**config.mk**
```make
export PLATFORM = sky130hd
export DESIGN_NAME = subtractor_32bit_pipe
export DESIGN_NICKNAME = d
export VERILOG_FILES = /design/src/rtl/subtractor_32bit_pipe.sv
export SDC_FILE = /design/constraint.sdc
export NUM_CORES = 1
export LEC_CHECK = 0
export CAP_MARGIN = 20
export CORE_MARGIN = 4
export CORE_UTILIZATION = 47
export CTS_BUF_LIST = sky130_fd_sc_hd__clkbuf_4 sky130_fd_sc_hd__clkbuf_8
export DETAILED_ROUTE_END_ITERATION = 10
export GPL_ROUTABILITY_DRIVEN = 0
export PLACE_DENSITY_LB_ADDON = 0.08
export SYNTH_ARGS = -nofsm -noshare
export SYNTH_HDL_FRONTEND = slang
export SYNTH_SLANG_ARGS = --single-unit
```
**constraint.sdc**
```tcl
create_clock -name clk -period 12.5 [get_ports clk]
set_input_delay 2.5 -clock clk [delete_from_list [all_inputs] [get_ports clk]]
set_output_delay 2.5 -clock clk [all_outputs]
set_load 0.005 [all_outputs]
```
**src/rtl/subtractor_32bit_pipe.sv**
```systemverilog
// Pipelined two's-complement subtractor: one SLICE-bit slice per stage, borrow rippling
// stage to stage, with valid/ready handshakes and a single global advance.
module subtractor_32bit_pipe #(
  parameter int unsigned WIDTH = 32,
  parameter int unsigned SLICE = 8
) (
  input  logic             clk,
  input  logic             rst,
  input  logic             in_valid,
  output logic             in_ready,
  input  logic [WIDTH-1:0] a,
  input  logic [WIDTH-1:0] b,
  output logic             out_valid,
  input  logic             out_ready,
  output logic [WIDTH-1:0] diff,
  output logic             borrow_out,
  output logic             ovf
);

  localparam int unsigned NSTAGE = WIDTH / SLICE;

  if ((WIDTH % SLICE) != 0 || NSTAGE == 0) begin : g_bad_cfg
    $error("subtractor_32bit_pipe: WIDTH must be a non-zero multiple of SLICE");
  end

  logic advance;
  assign advance  = !out_valid || out_ready;
  assign in_ready = advance;

  for (genvar g = 0; g < NSTAGE; g++) begin : stg
    localparam int unsigned DW = (g + 1) * SLICE;
    localparam int unsigned IW = WIDTH - g * SLICE;
    localparam int unsigned RW = WIDTH - DW;

    logic          v_in;
    logic          bin;
    logic [IW-1:0] opa;
    logic [IW-1:0] opb;
    logic [SLICE:0] sub;
    logic [DW-1:0] d_next;
    logic          v_q;
    logic          bo_q;
    logic [DW-1:0] d_q;

    // Remaining operand slices shift down each stage, so the operand MSBs
    // ride along in the top of opa/opb until the last stage needs them.
    if (g == 0) begin : g_head
      assign v_in   = in_valid;
      assign bin    = 1'b0;
      assign opa    = a;
      assign opb    = b;
      assign d_next = sub[SLICE-1:0];
    end else begin : g_body
      assign v_in   = stg[g-1].v_q;
      assign bin    = stg[g-1].bo_q;
      assign opa    = stg[g-1].g_rem.ar_q;
      assign opb    = stg[g-1].g_rem.br_q;
      assign d_next = {sub[SLICE-1:0], stg[g-1].d_q};
    end

    assign sub = {1'b0, opa[SLICE-1:0]} - {1'b0, opb[SLICE-1:0]} - {{SLICE{1'b0}}, bin};

    always_ff @(posedge clk or posedge rst) begin
      if (rst) begin
        v_q  <= 1'b0;
        bo_q <= 1'b0;
        d_q  <= '0;
      end else if (advance) begin
        v_q  <= v_in;
        bo_q <= sub[SLICE];
        d_q  <= d_next;
      end
    end

    if (RW > 0) begin : g_rem
      logic [RW-1:0] ar_q;
      logic [RW-1:0] br_q;

      always_ff @(posedge clk or posedge rst) begin
        if (rst) begin
          ar_q <= '0;
          br_q <= '0;
        end else if (advance) begin
          ar_q <= opa[IW-1:SLICE];
          br_q <= opb[IW-1:SLICE];
        end
      end
    end else begin : g_last
      logic ovf_q;

      always_ff @(posedge clk or posedge rst) begin
        if (rst) begin
          ovf_q <= 1'b0;
        end else if (advance) begin
          ovf_q <= (opa[SLICE-1] != opb[SLICE-1]) && (sub[SLICE-1] != opa[SLICE-1]);
        end
      end
    end
  end

  assign out_valid  = stg[NSTAGE-1].v_q;
  assign diff       = stg[NSTAGE-1].d_q;
  assign borrow_out = stg[NSTAGE-1].bo_q;
  assign ovf        = stg[NSTAGE-1].g_last.ovf_q;

endmodule
```
* After elaboration in Yosys (flattened, before gate mapping)
Cells that the tools add are included.
Operators by class: add/subtract/negate cells 7, eq/ne operators 2, reductions and logical operators 3
Operators with widths (number):
- $sub A8 B8 Y9 | 4
- $sub A9 B1 Y9 | 3
- $ne A1 B1 Y1 | 2
- $logic_and A1 B1 Y1 | 1
- $logic_not A1 Y1 | 1
- $logic_or A1 B1 Y1 | 1
Word-level totals: register bits 185, input bits 68, output and inout bits 36, logic and storage cells 31

* Depth between registers and ports, before layout
Gate-level depths: netlist (run 1).
depth in word-level cells 4, gate-level depth with buffers 11, depth with buffers taken out 11

* Worst setup path after synthesis (run 1)
No wires, ideal clock.
path type input to output, from input out_ready, to output in_ready, data arrival time 3179 ps, data required time 10000 ps, path slack 6821 ps, stages 4, buffers on the path 2, cell sequence nor2b_1 > inv_1 > clkbuf_1 > buf_1
Between the ends: longest elaborated chain between the ends 1
RTL lines:
- start: declaration | RTL line 14 | input logic out_ready,
- $logic_or A1 B1 Y1 | RTL line 27 | assign advance = !out_valid || out_ready;
- end: declaration | RTL line 10 | output logic in_ready,
No other way between the ends.

* Worst setup path in the final report (run 1)
Same ends and word-level chain as after synthesis.

==> impl_metrics.tcl, run 1 <==
set metrics [dict create \
    pin_count 104 \
    cp.required_ns 10.00 \
    fin_nets 1194 \
    power.density_mw_per_mm2 263 \
    leakage_nw 5.25 \
    grtUsageTotal_pct 16.8 \
    seq_area_sq_mm 0.00463 \
    die_area_sq_mm 0.0207 \
    internal_power_mw 1.68 \
    first_pass_iters 4 \
    antenna_found_initial 0 \
    cts.sinks 185 \
    yosysUniqueCellTypes 42 \
    core_area_sq_mm 0.0181 \
    skew_ns 0.0140 \
    rsz0062_at_grt "no" \
    grt_pass1_vias 6011 \
    crit_chain "clkdlybuf4s50_1 > nor2b_4 > buf_4 > inv_6 > clkdlybuf4s50_1" \
    placed_area_sq_mm 0.00989 \
    seq_area_frac_synth_pct 53.4 \
    synth-edff-count 0 \
    top_layer_used "met4" \
    p_clk_share_pct 15.7 \
    max_freq_ghz 0.138 \
    period_needed_ns 7.23 \
    fin_util_pct 57.0 \
    viasPerCell 4.71 \
    final-hold-violation-count 0 \
    fin_area_sq_mm 0.0103 \
    grt_overflow_total 0 \
    ys_ff_latch 185 \
    crit_type "in -> out" \
    wl_met1_mm 8.57 \
    ys_async_sr_fraction_pct 100 \
    worst_path_most_repeated_cell "clkdlybuf4s50_1" \
    hold_buffers 0 \
    setup_violations 0 \
    syn_area_sq_mm 0.00868 \
    ctsResizeCount 0 \
    tns_ns 0 \
    layout-drive-gt1-share_pct 4.53 \
    place_inst 1279 \
    diodes 0 \
    crit_slowest_cell "buf_4" \
    arrival_ns 4.73 \
    io_buffers 103 \
    synthFlopType "dfrtp_1" \
    r2r_setup_slack_ns 9.44 \
    finalNonFillerCells 1311 \
    yosys_warnings 0 \
    num_vias 6181 \
    slew_viol_final 0 \
    crit_family "buffers and inverters" \
    timing.critical_path.buf_inv 4 \
    n_fill_cell 1694 \
    htree_levels 4 \
    multiInputGateArea_sq_mm 0.00359 \
    worst-path-max-fanout 80 \
    initial_core_util_pct 48.0 \
    grt_pass1_wl_mm 28.2 \
    status "finished clean" \
    syn-num-nets 1109 \
    avgSynthCellArea_sq_um 8.82 \
    die_y_um 144 \
    finalPower_mw 2.72 \
    timing.hold.ws_ns 0.467 \
    combPwrFrac_pct 47.8 \
    worstHoldPathType "reg -> reg" \
    root_buffer "clkbuf_8" \
    ant_nets 0 \
    syn_inst 984 \
    drcViolationCount 0 \
    dr_wl_met2_mm 6.80 \
    sequentialPowerShare_pct 36.5 \
    wl_per_cell_um 12.3 \
    wl_met3_um 669 \
    start_kind "input port" \
    max_cap_viol_count 0 \
    ir_drop_mv 0.103 \
    period_share_pct 57.8 \
    first_iter_violations 317 \
    power.switching_mw 1.04 \
    clk-insertion-delay-late_ns 0.45 \
    slew_headroom_pct 40.5 \
    die_w_um 144 \
    dpl_worst_slack_ns 5.28 \
    cpPeakStageDelay_ns 0.63 \
    cts_inserted_buffers 17 \
    worst_slew_pin_slew_ns 0.892 \
    area_growth_pct 18.9 \
    rows 49 \
    cts_tree "yes" \
    postCtsSetupBuffers 0 \
    end_kind "primary output" \
    switching_share_pct 38.2 \
    clock_path_buffers 2 \
    cts.clk_slew.worst_paths_ns 0.08 \
    grt_max_degree 123 \
    fin_ws_ns 5.27 \
    hpwl_mm 10.7 \
    routed_wl_mm 16.1 \
]
[worst paths after layout]
path | startpoint | to | cells past startpoint
min in group asynchronous | rst | diff[6] | 2
max in group asynchronous | rst | stg[1].g_rem.br_q[2] | 3
hold / removal | stg[2].v_q | stg[2].v_q | 2
hold reg to reg | stg[2].v_q | stg[2].v_q | 2
setup reg to reg | stg[2].bo_q | borrow_out | 11
setup / recovery | out_ready | in_ready | 5
[power groups by stage]
| stage | registers, mW | logic [mW] | clock network, mW |
|---|---|---|---|
| finish | 0.992 | 1.30 | 0.427 |
| global route | 1.03 | 1.52 | 0.468 |
| CTS | 0.995 | 1.32 | 0.443 |
| detailed placement | 1.01 | 1.31 | 0 |
| global placement | 1.00 | 1.28 | 0 |
| floorplan | 0.984 | 0.963 | 0 |
[routing by layer]
layer | track usage [%] | up-vias
met5 | 0 | -
met4 | 5.20 | 0
met3 | 3.63 | 5
met2 | 24.6 | 93
met1 | 25.1 | 2808
li1 | - | 3275
[kinds of logic after synthesis]
logic type / after synthesis / share of synthesized area (%)
fa+ha+maj: 57 / 8.82
simple gates: 498 / 23.2
flops: 185 / 53.4
compound gates: 104 / 7.38
buf+inv: 122 / 5.38
mux: 2 / 0.231
xor+xnor: 16 / 1.61
[worst register-to-register path, stage by stage, from the launching register on]
cell and delay (ns):
dfrtp_1 0.36, inv_1 0.07, fa_1 0.59, inv_1 0.06, ha_1 0.19, or2_2 0.28
fa_1 0.40, nand2b_1 0.19, a31o_2 0.27, a211o_1 0.31, nand3_1 0.07, nor3b_1 0.17
[cell usage in the layout, fill, tap and decap left out, types with 6 or more instances in the layout]
| cell | instances |
|---|---|
| nand2_1 | 419 |
| nand2b_1 | 10 |
| ha_1 | 50 |
| nor3_1 | 9 |
| dfrtp_1 | 185 |
| clkdlybuf4s50_1 | 103 |
| a21oi_1 | 24 |
| clkbuf_8 | 19 |
| fa_1 | 7 |
| xnor2_1 | 10 |
| xor2_1 | 6 |
| o21ai_0 | 38 |
| or3_1 | 7 |
| inv_1 | 78 |
| nor2_1 | 27 |
[cell usage after synthesis (6+ instances only)]
library cell	count	area [sq um]
or3_1	7	43.8
nor2_1	27	101
fa_1	7	140
nor3_1	9	45.0
buf_1	14	52.6
inv_1	80	300
dfrtp_1	185	4630
xor2_1	6	52.6
nand2_1	419	1570
buf_2	7	35.0
ha_1	50	626
xnor2_1	10	87.6
nand2b_1	10	62.6
clkbuf_1	21	78.8
o21ai_0	38	190
a21oi_1	24	120
[registers in the layout, summed over array words and instances (netlist names)]
signal          cells
out_valid           1
stg.g_rem.ar_q     48
stg.v_q             3
stg.d_q            48
stg.g_rem.br_q     48
ovf                 1
borrow_out          1
stg.bo_q            3
diff               32
[layout make-up]
cell class	instances	area share, %
Clock buffer	20	2.61
Multi-Input combinational cell	677	34.8
Tap cell	229	2.78
Clock inverter	12	1.58
Sequential cell	185	44.9
Timing Repair Buffer	108	10.4
Inverter	80	3.03
Power figures use the tool's default switching activity.
==> run 2: changes to the inputs <==
clock period = 6 ns   (was 12.5 ns; I/O delays follow)
==> impl_metrics.tcl, run 2 (synthesized netlist as in run 1, its figures left out) <==
set metrics [dict create \
    multiInputGateArea_sq_mm 0.00359 \
    initial_core_util_pct 48.0 \
    clock_path_buffers 2 \
    power.density_mw_per_mm2 545 \
    die_w_um 144 \
    end_kind "primary output" \
    die_y_um 144 \
    period_needed_ns 3.81 \
    rows 49 \
    layout_commonest_cell "nand2_1" \
    crit_type "in -> out" \
    start_kind "input port" \
    grt_max_degree 186 \
    htree_levels 4 \
    hpwl_mm 10.5 \
    slew_headroom_pct 33.2 \
    ir_drop_mv 0.227 \
    hold_buffers 0 \
    num_vias 6203 \
    leakage_nw 5.24 \
    ant_nets 0 \
    ctsResizeCount 0 \
    cpPeakStageDelay_ns 0.57 \
    crit_chain "clkdlybuf4s50_1 > nor2b_4 > inv_6 > clkdlybuf4s50_1" \
    n_fill_cell 1653 \
    antenna_found_initial 0 \
    routed_wl_mm 16.0 \
    dpl_worst_slack_ns 2.03 \
    final_cell_mix "nand2_1, dfrtp_1, clkdlybuf4s50_1, inv_1, ha_1" \
    postCtsSetupBuffers 0 \
    grtUsageTotal_pct 16.2 \
    period_share_pct 63.6 \
    cts.clk_slew.worst_paths_ns 0.08 \
    top_regs "stg.d_q (48), stg.g_rem.ar_q (48), stg.g_rem.br_q (48)" \
    cts.sinks 185 \
    grt_pass1_wl_mm 27.3 \
    root_buffer "clkbuf_8" \
    status "finished clean" \
    viasPerCell 4.74 \
    rsz0062_at_grt "no" \
    pin_count 104 \
    worstHoldPathType "reg -> reg" \
    area_growth_pct 18.6 \
    drcViolationCount 0 \
    max_freq_ghz 0.262 \
    core_area_sq_mm 0.0181 \
    crit_slowest_cell "clkdlybuf4s50_1" \
    max_cap_viol_count 0 \
    worst_slew_pin_slew_ns 1.00 \
    tns_ns 0 \
    cp.required_ns 4.80 \
    grt_overflow_total 0 \
    setup_violations 0 \
    io_buffers 103 \
    cts_tree "yes" \
    fin_ws_ns 2.19 \
    diodes 0 \
    clk-insertion-delay-late_ns 0.45 \
    first_iter_violations 452 \
    seq_area_sq_mm 0.00463 \
    arrival_ns 2.61 \
    wl_per_cell_um 12.2 \
    slew_viol_final 0 \
    skew_ns 0.0113 \
    final-hold-violation-count 0 \
    grt_pass1_vias 5777 \
    worst-path-max-fanout 49 \
    cts_inserted_buffers 17 \
    fin_nets 1194 \
    first_pass_iters 4 \
    layout-drive-gt1-share_pct 4.44 \
    worst_path_most_repeated_cell "clkdlybuf4s50_1" \
    die_area_sq_mm 0.0207 \
]
[run 2: layer usage]
metal	part of all wire, %	track usage, %	vias to the layer above
li1	-	-	3282
met1	54	25.7	2800
met2	41	22.4	105
met3	4.3	2.80	16
met4	1.2	5.05	0
met5	0	0	-
[run 2: worst max-delay path, delay by kind of cell]
kind | cells | cell delay [ns]
buffers and inverters | 3 | 1.33
AND/OR/NAND/NOR | 1 | 0.06
[run 2: power by group]
group	leakage (nW)	internal (mW)	total, mW	switching [mW]
Sequential	2.22	1.80	2.08	0.277
Combinational	2.82	1.25	2.70	1.45
Clock	0.199	0.419	0.830	0.411
Total	5.24	3.47	5.61	2.14
[run 2: cell type report]
class                      instances  area share (%)
clock inverter                     7           0.900
timing repair buffer             108            10.5
multi-input combinational        677            34.9
tap                              229            2.78
clock buffer                      24            2.97
inverter                          80            3.00
sequential                       185            45.0
[run 2: path summary, 6_finish.rpt]
check | slack [ns] | cells past startpoint | start | endpoint
worst max-delay path | 2.19 | 4 | out_ready | in_ready
worst min register to register | 0.47 | 2 | diff[21] | diff[21]
min in group asynchronous | 1.36 | 3 | rst | diff[6]
worst max register to register | 2.96 | 11 | stg[2].bo_q | borrow_out
worst min-delay path | 0.47 | 2 | diff[21] | diff[21]
max in group asynchronous | 3.92 | 3 | rst | diff[0]
[run 2: metrics by stage]
step / total power, mW / instances / hold slack (ns) / instance area (sq um) / util (%)
finish: 5.61 / 1310 / 0.468 / 10300 / 56.9
global route: 6.21 / 1310 / 0.484 / 10300 / 56.9
CTS: 5.70 / 1310 / 0.474 / 10300 / 56.9
detailed placement: 4.84 / 1279 / 0.451 / 9890 / 54.7
global placement: 4.77 / 1279 / 0.448 / 9890 / 54.7
floorplan: 4.06 / 984 / 0.430 / 8680 / -
==> run 3: changes to the inputs <==
clock period = 3.85 ns   (was 6 ns; I/O delays follow)
==> impl_metrics.tcl, run 3 (synthesized netlist as in run 1, its figures left out) <==
set metrics [dict create \
    power.density_mw_per_mm2 850 \
    end_kind "flip-flop" \
    cp.required_ns 4.22 \
    fin_util_pct 57.3 \
    die_y_um 144 \
    die_w_um 144 \
    grt_overflow_total 0 \
    grt_pass1_wl_mm 28.6 \
    postCtsSetupBuffers 0 \
    sequentialPowerShare_pct 36.8 \
    arrival_ns 3.32 \
    final_cell_mix "nand2_1, dfrtp_1, clkdlybuf4s50_1, inv_1, ha_1" \
    area_growth_pct 19.5 \
    ctsResizeCount 0 \
    power.switching_mw 3.42 \
    cts.clk_slew.worst_paths_ns 0.10 \
    grtUsageTotal_pct 17.0 \
    leakage_nw 5.26 \
    hold_buffers 0 \
    antenna_found_initial 0 \
    combPwrFrac_pct 48.1 \
    drcViolationCount 0 \
    period_share_pct 76.7 \
    viasPerCell 4.85 \
    cpPeakStageDelay_ns 0.55 \
    p_clk_share_pct 15.1 \
    crit_family "adder cells" \
    rows 49 \
    wl_met3_um 813 \
    holdPathStages 1 \
    diodes 0 \
    wl_met1_mm 8.66 \
    final-hold-violation-count 0 \
    clk-insertion-delay-late_ns 0.45 \
    ir_drop_mv 0.309 \
    pin_count 104 \
    slew_headroom_pct 49.8 \
    fin_nets 1196 \
    die_area_sq_mm 0.0207 \
    first_iter_violations 325 \
    crit_slowest_cell "fa_1" \
    dr_wl_met2_mm 6.99 \
    switching_share_pct 38.9 \
    top_regs "stg.d_q (48), stg.g_rem.ar_q (48), stg.g_rem.br_q (48)" \
    worst-path-max-fanout 3 \
    layout-drive-gt1-share_pct 4.70 \
    worstHoldPathType "reg -> reg" \
    initial_core_util_pct 48.0 \
    max_freq_ghz 0.339 \
    rsz0062_at_grt "no" \
    top_layer_used "met4" \
    reg2regPathDepth 11 \
    setup_violations 0 \
    cts_inserted_buffers 17 \
    n_fill_cell 1686 \
    grt_pass1_vias 6082 \
    ant_nets 0 \
    crit_type "reg -> reg" \
    period_needed_ns 2.95 \
    num_vias 6362 \
    tns_ns 0 \
    worst-path-stages 11 \
    worst_slew_pin_slew_ns 0.753 \
    internal_power_mw 5.38 \
    layout_commonest_cell "nand2_1" \
    crit_chain "inv_1 > fa_1 > inv_1 > ha_1 > or2_2 > fa_1 > nand2b_1 > a31o_2 > a211o_1 > nand3_1 > nor3b_1" \
    start_kind "flip-flop" \
    grt_max_degree 165 \
    timing.critical_path.buf_inv 2 \
    status "finished clean" \
    max_cap_viol_count 0 \
    io_buffers 103 \
    htree_levels 4 \
    root_buffer "clkbuf_8" \
    clock_path_buffers 2 \
    seq_area_sq_mm 0.00463 \
    wl_per_cell_um 12.6 \
    routed_wl_mm 16.5 \
    cts.sinks 185 \
    cts_tree "yes" \
    multiInputGateArea_sq_mm 0.00359 \
    core_area_sq_mm 0.0181 \
    skew_ns 0.0150 \
    hpwl_mm 11.1 \
    slew_viol_final 0 \
    first_pass_iters 5 \
]
-- run 3: cell count changes in the layout (fill, tap and decap cells not counted) --
cell	before	now
clkbuf_8	20	18
clkinvlp_4	4	5
buf_4	4	2
inv_6	1	7
clkinv_2	2	1
inv_8	0	1
buf_12	1	5
clkbuf_4	4	0
-- run 3: path summary, 6_finish.rpt --
kind	startpoint	end	slack (ns)
hold / removal	stg[2].v_q	out_valid	0.47
max in group asynchronous	rst	stg[2].g_rem.ar_q[0]	2.38
setup / recovery	stg[2].bo_q	borrow_out	0.90
min in group asynchronous	rst	stg[2].d_q[10]	0.76
setup reg to reg	stg[2].bo_q	borrow_out	0.90
hold reg to reg	stg[2].v_q	out_valid	0.47
-- run 3: cell type report --
type	count	area share (%)
tap	229	2.76
inverter	80	2.98
sequential	185	44.7
clock inverter	14	1.53
multi-input combinational	677	34.6
clock buffer	18	2.39
timing repair buffer	110	11.1
-- run 3: metrics by stage --
stage | setup slack (ns) | instance area [sq um] | total power [mW] | hold WS [ns] | std cells
global placement | 0.981 | 9960 | 7.46 | 0.445 | 1281
global route | 0.724 | 10400 | 9.75 | 0.492 | 1313
finish | 0.896 | 10400 | 8.81 | 0.466 | 1313
CTS | 0.894 | 10400 | 8.95 | 0.470 | 1313
floorplan | 0.701 | 8680 | 6.32 | 0.430 | 984
detailed placement | 0.939 | 9960 | 7.57 | 0.448 | 1281
-- run 3: per-layer routing --
layer	GRT usage (%)	vias up
met5	0	-
li1	-	3288
met1	25.8	2960
met2	25.1	107
met3	3.49	7
met4	4.31	0
-- run 3: power by group through the flow --
stage | logic (mW) | clock network, mW | registers [mW]
5_1_grt | 4.94 | 1.45 | 3.36
2_1_floorplan | 3.13 | 0 | 3.19
6_report | 4.24 | 1.33 | 3.24
3_5_place_dp | 4.28 | 0 | 3.29
4_1_cts | 4.31 | 1.38 | 3.25
3_3_place_gp | 4.19 | 0 | 3.26
